<file path="src/rtl/ahfp_norm_arb.sv">
// ahfp_norm_arb: two-requester arbiter in front of a shared 48-bit leading-zero
// detector. Each accepted operand passes through the detect, shift and
// exponent-adjust stages, and the normalised result is then held on a
// valid/ready port.

// ahfp_lzd48: combinational leading-zero count from bit 47.
// vld is high when any bit of din is set.
module ahfp_lzd48 (
    input  logic [47:0] din,
    output logic [5:0]  lz,
    output logic        vld
);

    // Scan upward so that the highest set bit is the last one to write lz.
    always_comb begin
        lz  = '0;
        vld = 1'b0;
        for (int unsigned i = 0; i < 48; i++) begin
            if (din[i]) begin
                lz  = 6'(47 - i);
                vld = 1'b1;
            end
        end
    end

endmodule

module ahfp_norm_arb #(
    parameter int MW = 48,
    parameter int EW = 8
) (
    input  logic          clk,
    input  logic          rst,
    input  logic          req0_valid,
    output logic          req0_ready,
    input  logic [MW-1:0] req0_man,
    input  logic [EW-1:0] req0_exp,
    input  logic          req1_valid,
    output logic          req1_ready,
    input  logic [MW-1:0] req1_man,
    input  logic [EW-1:0] req1_exp,
    output logic          out_valid,
    input  logic          out_ready,
    output logic [MW-1:0] out_man,
    output logic [EW-1:0] out_exp,
    output logic          out_zero,
    output logic          out_uflow,
    output logic          out_src
);

    typedef enum logic [1:0] {IDLE, DETECT, SHIFT, HOLD} state_t;

    state_t        state;
    logic          last;
    logic [MW-1:0] cap_man;
    logic [EW-1:0] cap_exp;
    logic [5:0]    lz_q;
    logic          lzv_q;

    logic [5:0]    lz_c;
    logic          lzv_c;
    logic          grant_any;
    logic          grant_idx;

    logic [EW:0]   exp_w;
    logic [EW:0]   lz_w;
    logic [EW:0]   diff_w;
    logic [EW:0]   ushift;
    logic [MW-1:0] n_man;
    logic [EW-1:0] n_exp;
    logic          n_zero;
    logic          n_uflow;

    ahfp_lzd48 u_lzd (
        .din (cap_man),
        .lz  (lz_c),
        .vld (lzv_c)
    );

    // Round-robin grant: a tie goes to the requester not served last.
    always_comb begin
        grant_any  = req0_valid | req1_valid;
        grant_idx  = (req0_valid & req1_valid) ? ~last : req1_valid;
        req0_ready = ~rst & (state == IDLE) & grant_any & ~grant_idx;
        req1_ready = ~rst & (state == IDLE) & grant_any &  grant_idx;
    end

    // Normalise the captured operand: shift by lz, or clamp to a denormal when
    // the exponent cannot absorb the full shift.
    always_comb begin
        exp_w   = {1'b0, cap_exp};
        lz_w    = {{(EW - 5){1'b0}}, lz_q};
        diff_w  = exp_w - lz_w;
        ushift  = (cap_exp == '0) ? '0 : exp_w - 1'b1;
        n_man   = '0;
        n_exp   = '0;
        n_zero  = 1'b0;
        n_uflow = 1'b0;
        if (!lzv_q) begin
            n_zero = 1'b1;
        end else if (lz_w < exp_w) begin
            n_man = cap_man << lz_q;
            n_exp = diff_w[EW-1:0];
        end else begin
            n_man   = cap_man << ushift;
            n_uflow = 1'b1;
        end
    end

    // Sequencer: accept, detect, shift, then hold the result until it is consumed.
    always_ff @(posedge clk or posedge rst) begin
        if (rst) begin
            state     <= IDLE;
            last      <= 1'b1;
            cap_man   <= '0;
            cap_exp   <= '0;
            lz_q      <= '0;
            lzv_q     <= 1'b0;
            out_valid <= 1'b0;
            out_man   <= '0;
            out_exp   <= '0;
            out_zero  <= 1'b0;
            out_uflow <= 1'b0;
            out_src   <= 1'b0;
        end else begin
            case (state)
                IDLE: begin
                    if (grant_any) begin
                        cap_man <= grant_idx ? req1_man : req0_man;
                        cap_exp <= grant_idx ? req1_exp : req0_exp;
                        out_src <= grant_idx;
                        last    <= grant_idx;
                        state   <= DETECT;
                    end
                end
                DETECT: begin
                    lz_q  <= lz_c;
                    lzv_q <= lzv_c;
                    state <= SHIFT;
                end
                SHIFT: begin
                    out_man   <= n_man;
                    out_exp   <= n_exp;
                    out_zero  <= n_zero;
                    out_uflow <= n_uflow;
                    out_valid <= 1'b1;
                    state     <= HOLD;
                end
                HOLD: begin
                    if (out_ready) begin
                        out_valid <= 1'b0;
                        state     <= IDLE;
                    end
                end
                default: state <= IDLE;
            endcase
        end
    end

endmodule

</file>
<file path="config.mk">
export PLATFORM = sky130hd
export DESIGN_NAME = ahfp_norm_arb
export DESIGN_NICKNAME = d
export VERILOG_FILES = /design/src/rtl/ahfp_norm_arb.sv
export SDC_FILE = /design/constraint.sdc
export NUM_CORES = 1
export LEC_CHECK = 0
export CAP_MARGIN = 5
export CORE_MARGIN = 2
export CORE_UTILIZATION = 48
export DETAILED_ROUTE_END_ITERATION = 12
export PLACE_DENSITY = 0.84
export SKIP_CTS_REPAIR_TIMING = 1
export SLEW_MARGIN = 20
export SYNTH_ARGS = -nofsm -noshare
export SYNTH_HDL_FRONTEND = slang
export SYNTH_SLANG_ARGS = --single-unit
</file>
<file path="constraint.sdc">
create_clock -name clk -period 3.9 [get_ports clk]
set_input_delay 0.39 -clock clk [delete_from_list [all_inputs] [get_ports clk]]
set_output_delay 0.39 -clock clk [all_outputs]
set_load 0.02 [all_outputs]
</file>
==> summary.txt <==
Outcome
  – Run status: finished clean

Final layout
  – Fill count: 1,535
  – Ant diodes: 0
  – Fin nets: 1,448
  – Area growth syn-to-layout: 38.3%
  – Share of cells above drive strength 1: 16.6%

Timing
  – RSZ-0062 raised after global routing: true
  – PnR worst setup slack: 0.0709 ns
  – Final Hold Violating Endpoints: 0
  – Slew HR: 40.1%
  – F_max: 261 MHz
  – Post-route clock period utilization: 98.2%
  – Setup violators final: 0
  – Worst-margin pin slew: 0.898 ns
  – Final Critical Period: 3.83 ns
  – Slew Viols, Final: 0
  – Clock Skew: 0.00979 ns

Run
  – Max-cap violations: 0

GRT
  – GR Util All Layers: 35.2%
  – Grt ovf: 0
  – Initial antenna violation count: 0
  – First-pass GRT wire length: 55.2 mm
  – Vias in the first global route: 9,722
  – Largest net degree at the start of global routing: 127

Placement
  – Dpl hpwl: 27.4 mm
  – Pre-CTS WS: -0.0432 ns
  – RePlAce Congestion: 0.999
  – Buffers on Ports: 178

Setup path
  – Critical Path Start: cap_exp[0]
  – R2r setup slk: 0.07 ns
  – Worst flop-to-flop path startpoint: cap_exp[0]
  – Worst Path Required: 4.22 ns
  – Terminus of the critical flop-to-flop path: out_man[38]
  – R2R depth: 16
  – CP startpoint kind: flip-flop
  – Crit. End Element: flip-flop
  – CP Capture Point: out_man[38]
  – Critical path arrival: 4.15 ns
  – Critical path fanouts, max: 13
  – Critical path class: flip-flop to flip-flop

Synthesis
  – Mapped Cells: 1,077
  – Ys async rst share: 100%
  – Syn Nets: 1,206
  – Post-synthesis mux area share: 12.3%
  – Post-Synth Simple-Gate Area: 14.4%
  – Number of synthesized register bits: 126
  – Post-synthesis adder-cell area fraction: 1.70%
  – Xor/xnor share of the synthesized area: 0.661%
  – Register area share after synthesis: 34.0%
  – Yosys warning total: 0
  – Post-synth EDFFs: 0
  – Yosys cell types: 80
  – Avg Cell Area, Syn: 8.62 um2
  – Post-synthesis cell area: 9280 um2
  – Compound-gate portion of the synthesized area: 31.0%
  – Largest family of logic cells by synthesized area: compound AO/OA/AOI/OAI gates
  – Synth Flop Type: dfrtp_1

CTS
  – CTS buffer count: 17
  – Max Root-Sink Buffers: 2
  – Worst-path clk slew: 0.07 ns
  – CTS tree: yes
  – H-tree depth: 4
  – Root Driver: clkbuf_16
  – Clock Latency Late Sink: 0.43 ns
  – CTS Sinks: 126

Die
  – Core area: 18,800 um2
  – Io pins: 179
  – Row count: 50
  – Die Width: 143 um
  – Initial Util: 49.3%
  – Die area: 20,500 um2
  – Die Y: 143 um

Drt
  – Via count: 10.1k
  – First-pass DRT Iterations: 5
  – Routed Antenna Nets: 0
  – Routed len/inst: 22.7 um
  – DRT iter0 DRCs: 1,109
  – Via-per-instance ratio: 6.37
  – Routed WL: 36.2 mm
  – Remaining DRCs: 0

Hold path
  – HP Class: flip-flop to flip-flop
  – Hold_sp: out_man[2]
## worst min-delay path by stage
| stage | depth (start not counted) | slack (ns) | endpoint |
|---|---|---|---|
| final | 1 | 0.48 | out_man[2] |
| after global routing | 1 | 0.50 | out_man[2] |
| after CTS | 1 | 0.49 | out_man[2] |
| after detailed placement | 1 | 0.47 | out_man[2] |
| after global placement | 1 | 0.47 | out_man[15] |
| after floorplan | 1 | 0.46 | last |
## cell usage after synthesis (5+ instances only)
| cell | n | share of area [%] |
|---|---|---|
| a21o_1 | 7 | 0.57 |
| o22ai_1 | 22 | 1.5 |
| nand3_1 | 21 | 1.1 |
| mux2i_1 | 94 | 10 |
| a22o_1 | 26 | 2.5 |
| nor4_1 | 13 | 0.88 |
| buf_1 | 6 | 0.24 |
| buf_6 | 7 | 0.85 |
| o2bb2ai_1 | 21 | 2.0 |
| nand2_1 | 128 | 5.2 |
| ha_1 | 11 | 1.5 |
| buf_2 | 18 | 0.97 |
| a21oi_1 | 51 | 2.8 |
| xnor2_1 | 5 | 0.47 |
| a31oi_1 | 10 | 0.67 |
| a211oi_1 | 16 | 1.3 |
| mux4_2 | 7 | 1.7 |
| or3_1 | 5 | 0.34 |
| o21ai_0 | 94 | 5.1 |
| inv_1 | 40 | 1.6 |
| o221ai_1 | 15 | 1.4 |
| o31ai_1 | 13 | 1.1 |
| a22oi_1 | 20 | 1.6 |
| o21a_1 | 5 | 0.40 |
| o211ai_1 | 9 | 0.73 |
| a221oi_1 | 6 | 0.57 |
| clkbuf_1 | 52 | 2.1 |
| nand4_1 | 8 | 0.54 |
| o21bai_1 | 5 | 0.40 |
| o32ai_1 | 11 | 1.0 |
| nor2_1 | 67 | 2.7 |
| nor2b_1 | 10 | 0.67 |
| a221o_1 | 7 | 0.76 |
| dfrtp_1 | 125 | 34 |
| o22a_1 | 11 | 1.0 |
| nor3_1 | 21 | 1.1 |
## sequential cells by signal (all words and copies together) (netlist names)
register,flops
last,1
out_exp,8
lzv_q,1
out_uflow,1
cap_exp,8
out_zero,1
out_src,1
cap_man,48
lz_q,6
state,2
out_man,48
out_valid,1
## layer usage
layer / track usage (%) / part of all wire [%] / vias up
li1: - / - / 4602
met1: 48.5 / 42 / 4822
met2: 55.2 / 46 / 603
met3: 5.10 / 7.5 / 119
met4: 15.5 / 4.7 / 0
met5: 0 / 0 / -
## logic make-up after synthesis
logic type	after synthesis
flip-flops	126
adder cells (fa/ha/maj)	12
XOR/XNOR	7
AND/OR/NAND/NOR	296
multiplexers	105
AO/OA/AOI/OAI	406
buffers and inverters	125
## stage by stage
step                      instances  setup TNS, ns  cell area, um2  hold slack (ns)  util, %
after floorplan                1077              0            9280            0.463        -
after global routing           1592         -0.182           12800            0.496     68.2
final                          1592              0           12800            0.484     68.2
after detailed placement       1548        -0.0807           12000            0.473     63.9
after CTS                      1580         -0.235           12600            0.488     66.9
after global placement         1548        -0.0382           12000            0.468     63.9
## cell type report
type	instances	area (um2)	area share [%]
clock buffers	17	425	3.31
flip-flops and latches	126	3150	24.6
multi-input cells	827	5740	44.7
inverters	40	153	1.19
clock inverters	15	139	1.08
well taps	260	325	2.53
repair buffers	307	2910	22.6
## cell usage in the layout, fill, tap and decap left out, types with 15 or more instances in the layout
master	Yosys	final
clkdlybuf4s50_1	0	178
nand2_1	128	128
dfrtp_1	125	125
buf_4	1	116
mux2i_1	94	94
o21ai_0	94	88
nor2_1	67	67
a21oi_1	51	50
inv_1	40	38
a22o_1	26	26
o22ai_1	22	21
nand3_1	21	21
o2bb2ai_1	21	20
nor3_1	21	20
clkbuf_16	0	19
a22oi_1	20	16
a211oi_1	16	16
o221ai_1	15	15
## critical path, cell delays in order (launching register included)
cell,delay (ns)
dfrtp_1,0.39
inv_2,0.07
ha_1,0.13
inv_1,0.06
fa_2,0.37
a21o_4,0.24
a221o_1,0.40
a211oi_2,0.30
buf_4,0.17
nor3_1,0.05
buf_4,0.20
buf_12,0.15
o22ai_1,0.26
o22ai_1,0.17
nor4_1,0.36
a211oi_1,0.10
o32ai_1,0.31
Power is not shown: default switching activity piles up to over one toggle a cycle in this logic, so the estimate is an artifact.
